[config.mk]
export PLATFORM = sky130hd
export DESIGN_NAME = alu_op_issuer
export DESIGN_NICKNAME = d
export VERILOG_FILES = /design/src/rtl/alu_op_issuer.sv
export SDC_FILE = /design/constraint.sdc
export NUM_CORES = 1
export LEC_CHECK = 0
export ABC_CLOCK_PERIOD_IN_PS = 4900
export BUFFER_PORTS_ARGS = -buffer_cell sky130_fd_sc_hd__buf_2
export CAP_MARGIN = 5
export CORE_MARGIN = 4
export CORE_UTILIZATION = 46
export DETAILED_ROUTE_END_ITERATION = 12
export GPL_ROUTABILITY_DRIVEN = 1
export PLACE_DENSITY = 0.9
export SETUP_SLACK_MARGIN = 0.5
export SLEW_MARGIN = 10
export SYNTH_ARGS = -nofsm -noshare
export SYNTH_HDL_FRONTEND = slang
export SYNTH_SLANG_ARGS = --single-unit
[constraint.sdc]
create_clock -name clk -period 4.9 [get_ports clk]
set_clock_uncertainty 0.1 [all_clocks]
set_input_delay 0.49 -clock clk [delete_from_list [all_inputs] [get_ports clk]]
set_output_delay 0.49 -clock clk [all_outputs]
set_load 0.1 [all_outputs]
[src/rtl/alu_op_issuer.sv]
// -----------------------------------------------------------------------------
// alu_op_issuer
//
// Initiator side of a combinational ALU. Accepts one command on a valid/ready
// port, registers the operands and func code onto the ALU inputs, captures the
// ALU result one cycle later and returns it on a valid/ready response port.
// Only one command is in flight at a time. An illegal func code (11..15) skips
// the ALU and returns an error response.
//
// Optional feature (macro ALU_OVF_STICKY_EN): adds a sticky overflow flag that
// is set when a legal response with overflow is accepted. ovf_clr clears it,
// and a clear wins over a set in the same cycle.
//
// Ports
//   clk, rst                     clock (rising edge), async active-high reset
//   cmd_valid/cmd_ready          command handshake (ready only while idle)
//   cmd_a, cmd_b, cmd_func       command operands and op code
//   alu_a, alu_b, alu_func       registered operands/op code driven to the ALU
//   alu_y, alu_of                ALU result and overflow flag
//   rsp_valid/rsp_ready          response handshake
//   rsp_y, rsp_of, rsp_err       captured result, overflow, illegal-func flag
//   op_cnt                       completed responses, modulo 2^CNT_W
//   ovf_clr, ovf_sticky          sticky overflow (ALU_OVF_STICKY_EN only)
// -----------------------------------------------------------------------------
module alu_op_issuer #(
  parameter int WIDTH = 32,
  parameter int CNT_W = 16
) (
  input  logic             clk,
  input  logic             rst,
  input  logic             cmd_valid,
  output logic             cmd_ready,
  input  logic [WIDTH-1:0] cmd_a,
  input  logic [WIDTH-1:0] cmd_b,
  input  logic [3:0]       cmd_func,
  output logic [WIDTH-1:0] alu_a,
  output logic [WIDTH-1:0] alu_b,
  output logic [3:0]       alu_func,
  input  logic [WIDTH-1:0] alu_y,
  input  logic             alu_of,
  output logic             rsp_valid,
  input  logic             rsp_ready,
  output logic [WIDTH-1:0] rsp_y,
  output logic             rsp_of,
  output logic             rsp_err,
  output logic [CNT_W-1:0] op_cnt
`ifdef ALU_OVF_STICKY_EN
  ,
  input  logic             ovf_clr,
  output logic             ovf_sticky
`endif
);

  // Highest legal op code (sra); everything above is rejected.
  localparam logic [3:0] FUNC_MAX_LEGAL = 4'd10;

  typedef enum logic [1:0] {
    IDLE  = 2'd0,
    ISSUE = 2'd1,
    RESP  = 2'd2
  } state_e;

  state_e           state_q,    state_d;
  logic [WIDTH-1:0] alu_a_q,    alu_a_d;
  logic [WIDTH-1:0] alu_b_q,    alu_b_d;
  logic [3:0]       alu_func_q, alu_func_d;
  logic [WIDTH-1:0] rsp_y_q,    rsp_y_d;
  logic             rsp_of_q,   rsp_of_d;
  logic             rsp_err_q,  rsp_err_d;
  logic [CNT_W-1:0] op_cnt_q,   op_cnt_d;

  logic rsp_fire;

  // NOTE: every signal written here gets a default first, so no path leaves a
  // value unassigned and no latch is inferred; blocking '=' is correct in
  // combinational logic.
  always_comb begin
    state_d    = state_q;
    alu_a_d    = alu_a_q;
    alu_b_d    = alu_b_q;
    alu_func_d = alu_func_q;
    rsp_y_d    = rsp_y_q;
    rsp_of_d   = rsp_of_q;
    rsp_err_d  = rsp_err_q;
    op_cnt_d   = op_cnt_q;

    unique case (state_q)
      IDLE: begin
        if (cmd_valid) begin
          if (cmd_func <= FUNC_MAX_LEGAL) begin
            alu_a_d    = cmd_a;
            alu_b_d    = cmd_b;
            alu_func_d = cmd_func;
            state_d    = ISSUE;
          end else begin
            // ALU inputs keep the last legal command; answer with an error.
            rsp_y_d   = '0;
            rsp_of_d  = 1'b0;
            rsp_err_d = 1'b1;
            state_d   = RESP;
          end
        end
      end
      ISSUE: begin
        // The ALU has had a full cycle to settle on the registered inputs.
        rsp_y_d   = alu_y;
        rsp_of_d  = alu_of;
        rsp_err_d = 1'b0;
        state_d   = RESP;
      end
      RESP: begin
        if (rsp_ready) begin
          op_cnt_d = op_cnt_q + CNT_W'(1);
          state_d  = IDLE;
        end
      end
      default: state_d = IDLE;
    endcase
  end

  // NOTE: sequential state uses non-blocking '<=' so all registers update
  // together from values sampled at the same edge.
  always_ff @(posedge clk or posedge rst) begin
    if (rst) begin
      state_q    <= IDLE;
      alu_a_q    <= '0;
      alu_b_q    <= '0;
      alu_func_q <= '0;
      rsp_y_q    <= '0;
      rsp_of_q   <= 1'b0;
      rsp_err_q  <= 1'b0;
      op_cnt_q   <= '0;
    end else begin
      state_q    <= state_d;
      alu_a_q    <= alu_a_d;
      alu_b_q    <= alu_b_d;
      alu_func_q <= alu_func_d;
      rsp_y_q    <= rsp_y_d;
      rsp_of_q   <= rsp_of_d;
      rsp_err_q  <= rsp_err_d;
      op_cnt_q   <= op_cnt_d;
    end
  end

  assign cmd_ready = (state_q == IDLE);
  assign rsp_valid = (state_q == RESP);
  assign rsp_fire  = rsp_valid && rsp_ready;
  assign alu_a     = alu_a_q;
  assign alu_b     = alu_b_q;
  assign alu_func  = alu_func_q;
  assign rsp_y     = rsp_y_q;
  assign rsp_of    = rsp_of_q;
  assign rsp_err   = rsp_err_q;
  assign op_cnt    = op_cnt_q;

`ifdef ALU_OVF_STICKY_EN
  logic ovf_sticky_q;

  always_ff @(posedge clk or posedge rst) begin
    if (rst) begin
      ovf_sticky_q <= 1'b0;
    end else if (ovf_clr) begin
      ovf_sticky_q <= 1'b0;
    end else if (rsp_fire && !rsp_err_q && rsp_of_q) begin
      ovf_sticky_q <= 1'b1;
    end
  end

  assign ovf_sticky = ovf_sticky_q;
`else
  // Handshake qualifier is only consumed by the sticky flag.
  logic unused_rsp_fire;
  assign unused_rsp_fire = rsp_fire;
`endif

endmodule

; Yosys cells after proc, flatten, opt, wreduce, memory -nomap -nowiden
; Cells that the tools add are included.
[totals]
ff_bits = 120
word_cells = 34
input_bits = 105
[op_classes]
add_sub_neg = 1
mux = 13
n_reduce_logical = 6
order_cmp = 1
eq_ne = 5
[op_table]
columns = operator, n
row1 = $mux W32, 2
row2 = $pmux W32 S2, 1
row3 = $add A16 B1 Y16 const B, 1
row4 = $mux W2, 3
row5 = $pmux W2 S3, 1
row6 = $reduce_and A3 Y1, 2
row7 = $le A4 B4 Y1 const B, 1
row8 = $mux W1, 4
row9 = $ne A2 B2 Y1 const B, 2
row10 = $pmux W1 S2, 2
row11 = $reduce_and A2 Y1, 2
row12 = $eq A2 B1 Y1 const B, 1
row13 = $eq A2 B2 Y1 const B, 1
row14 = $logic_not A2 Y1, 1
row15 = $ne A2 B1 Y1 const B, 1
row16 = $reduce_bool A2 Y1, 1

; Logic depth before layout (Yosys ltp)
[logic_depth]
depth_word = 4
depth_mapped = 6

; Worst setup path before layout
; No wires, ideal clock.
[synth_timing]
path_type = register -> register
start = reg state_q[0]
end = reg alu_a_q[28], in the netlist alu_a[28]
setup_time_ps = 125
synth_period_minus_slack_ps = 2498
path_slack_ps = 2402
n_path_buf = 2
arrival_ps = 2272
path_stages_with_launch = 7
path_cell_list = dfrtp_1 -> nor2_2 -> nand2_1 -> a21oi_2 -> buf_6 -> buf_6 -> mux2_2
[synth_via]
elab_chain_cells = 2
[synth_lines]
columns = element, line
row1 = start: declaration, 63  ; state_e state_q, state_d;
row2 = start signal: assignment, 134  ; state_q <= state_d;
row3 = $logic_not A2 Y1, n/a
row4 = net cmd_ready, 32  ; output logic cmd_ready,
row5 = $reduce_and A3 Y1 (no source line), n/a
row6 = end signal: assignment, 135  ; alu_a_q <= alu_a_d;
row7 = end: declaration, 64  ; logic [WIDTH-1:0] alu_a_q, alu_a_d;
; The timed path passes the listed nets, and every way through them passes these cells.
; A chain may end at the register's enable or synchronous reset.

; Worst setup path after layout
[layout_timing]
start = reg state_q[0]
end = reg alu_a_q[11], in the netlist alu_a[11]
[layout_via]
elab_chain_cells = 2
[layout_lines]
columns = element, line
row1 = $logic_not A2 Y1, 87  ; unique case (state_q)
row2 = $reduce_and A3 Y1 (no source line), n/a
; Every way passes these cells.

==> summary by stage <==
Route
The post-detailed-route wirelength per cell is 16.46 um. The via density per instance is 4.967. The met1 wire length is 4097 um. The detailed router finished its first iteration with 128 violations. In the detailed route, the total length drawn on met2 is 5719 um. The first-pass detailed-route iteration total is 4.

The met3 wire length is 980 um. The number of routed nets with antenna violations is 0. The final layout contains routed wiring with a total length of 10900 um. The number of design rule violations left after detail routing is 0. The top layer used by detailed routing is met4.

Across all layers, the routed design uses 3288 vias.

Clock network
The CTS clock-pin slew for the worst setup and hold paths is 60 ps. The number of levels in the clock H-tree is 4. Clock tree synthesis found a total of 120 sinks. The hold-fix buffer count after cts is 0. The clock tree from TritonCTS is yes. The root buffer cell chosen for the clock tree is clkbuf_8.

The number of buffers between clock root and the deepest sink is 2. The total CTS buffers is 17. The clock reaches the later pin of the worst-skew pair after 490 ps.

Post-CTS repair changed the size of 0 cells. The post-CTS setup repair buffer count is 0.

Logic synthesis
The fraction of registers with async set/reset is 1.000. The leading area contributor after synthesis is dfrtp_1. Sorting the synthesized cells by area gives the leading types as dfrtp_1, mux2_2, a22o_1. The total of warnings raised by yosys is 0. The net count after synthesis is 396. The netlist area before placement is 4539 um2. In the synthesized netlist the dominant register cell turns out to be dfrtp_1. The portion of synthesized cell area occupied by the leading cell type is 0.6615. The cell count after synthesis came out at 290. The number of different library cells in the post-synthesis netlist is 33.

Counting flops with a built-in enable in the synthesized netlist gives 0. Counting flops and latches in the post-synthesis netlist gives 120. The sequential cell area fraction in the yosys report is 0.6615. A synthesized cell averages 15.65 um2.

Cells and area
The multi-input combinational cells in the finished layout cover a total of 1458 um2. Leaving out fill and tap cells, the most frequent cells in the layout are buf_2, dfrtp_1, mux2_2. In the final design database the tool counted 626 nets.

The antenna diode instance count is 0. The sequential cells in the finished layout cover a total of 3003 um2. The total of fill cells in the finished design is 678.

For this run, the share of the core covered by cells in the final layout is 0.6779. The library cell used most frequently in the layout, excluding fill and tap cells, is buf_2. Compared with the post-synthesis result, the final layout area differs by 40.60%. Of the cells placed in the final design, the portion with a size suffix greater than 1 is 0.6248.

STA
At the pin with the least slew margin, the transition time is 901.2 ps. Setup repair after global routing left no endpoint under its margin. In this run the tightest slew margin relative to its limit is 0.3992. Setup violations remaining at the end of the flow were counted as 0. The count of endpoints failing hold in the final timing report was 0.

The upper clock frequency limit is 388.7 MHz. The worst path in the final design needs a cycle of 2573 ps, including I/O delays and setup. The final total negative setup slack is 0 ps. The final-report max-slew violation count is 0.

The share of the clock period used by the worst path after layout is 0.5251.

Hold path
The type of the most critical hold path is primary input to asynchronous set/reset pin.

Outcome
The flow ran to the end, and the final reports show no timing, DRC or antenna violations.

Setup path
The critical path arrival is 2840 ps. The required time of the worst setup path is 5170 ps. The worst setup path is launched from a flop. The maximum fanout count along the critical path is 45.

The startpoint of the worst register-to-register path is state_q[0]. The critical path starts at state_q[0]. The setup path with the least slack is of type flop to flop. The worst setup path is captured at a flop.

Die
The initial utilization of the core area, before any placement, comes to 0.4821. Row generation in the floorplan step produced 35 rows. The full die area is 11520 um2. In this run the vertical extent of the chip is 107.3 um. The die is 107.3 um wide. The floorplan step defined a core boundary enclosing 9415 um2.

The number of top-level pins is 225.

GRT
The first global-routing pass estimated 17370 um of wire. For this run, the total global-route usage over all layers was measured as 0.1946. The residual overflow from global routing is 0. The number of global-route vias before repair is 3525. The largest net degree at the start of global routing is 77.

The number of antenna violations at the first check in global routing is 0.

Place
Once detailed placement completed, the half-perimeter wirelength came to 8101 um. At the end of routability-driven placement, the weighted congestion stood at 0.7919. The count of buffers added on input and output ports is 224.

Run
The number of maximum-capacitance constraint violations is 0.
[area by class of cell]
type                            instances  area share
Multi-Input combinational cell        152      0.2284
Clock inverter                         12     0.02745
Clock buffer                           20     0.06822
Timing Repair Buffer                  226      0.1780
Sequential cell                       120      0.4705
Inverter                                3    0.002156
Tap cell                              129     0.02529
[worst paths after layout]
path	to	slack (ps)	cells past startpoint
worst min register to register	op_cnt[15]	370	1
worst max register to register	alu_a[11]	2330	5
worst max-delay path	alu_a[11]	2330	5
worst min-delay path	alu_b[11]	90	2
min in group clk	state_q[1]	110	2
max in group asynchronous	alu_b[5]	3510	3
[kinds of logic (layout without fill, tap and decap cells)]
group | count (synthesis) | after routing | share of synthesized area
flip-flops | 120 | 120 | 0.6615
multiplexers | 69 | 69 | 0.1712
AO/OA/AOI/OAI | 38 | 38 | 0.07194
AND/OR/NAND/NOR | 29 | 29 | 0.03970
buffers and inverters | 18 | 261 | 0.02232
XOR/XNOR | 15 | 15 | 0.03060
adder cells (fa/ha/maj) | 1 | 1 | 0.002756
[flip-flops by register name, summed over array words and instances (netlist names)]
signal    flops
alu_a        32
alu_b        32
rsp_y        32
op_cnt       16
alu_func      4
state_q       2
rsp_err       1
rsp_of        1
[through the flow]
stage | cell area [um2] | hold WS, ps | cells | setup slack, ps
3_3_place_gp | 5759 | 356.4 | 630 | 2200
3_5_place_dp | 5759 | 374.5 | 630 | 2129
5_1_grt | 6382 | 91.48 | 662 | 2155
6_report | 6382 | 89.30 | 662 | 2327
4_1_cts | 6370 | 84.45 | 662 | 2316
2_1_floorplan | 4539 | 448.3 | 290 | 1124
[synth_stat cells (all sizes together), types with 2 or more instances]
cell      n
dfrtp   120
mux2     69
a22o     33
xnor2    14
buf      11
nand2     5
nand4     5
clkbuf    4
nand3     4
nor2      4
and3      3
inv       3
a21oi     2
and4      2
[layer usage]
| layer | up-vias | track usage |
|---|---|---|
| met2 | 145 | 0.3414 |
| li1 | 1504 | - |
| met3 | 11 | 0.07199 |
| met1 | 1628 | 0.2247 |
| met5 | - | 0 |
| met4 | 0 | 0.05140 |
[critical path, cell delays in order (launching register included)]
cell and delay, ps:
dfrtp_1 470, nor2_2 160, nand2_1 100, a21oi_4 610, buf_4 600, mux2_2 410
Power is left out: the tool's default activity adds up to more than one toggle a clock period on the data nets, which glitch-free logic cannot reach.
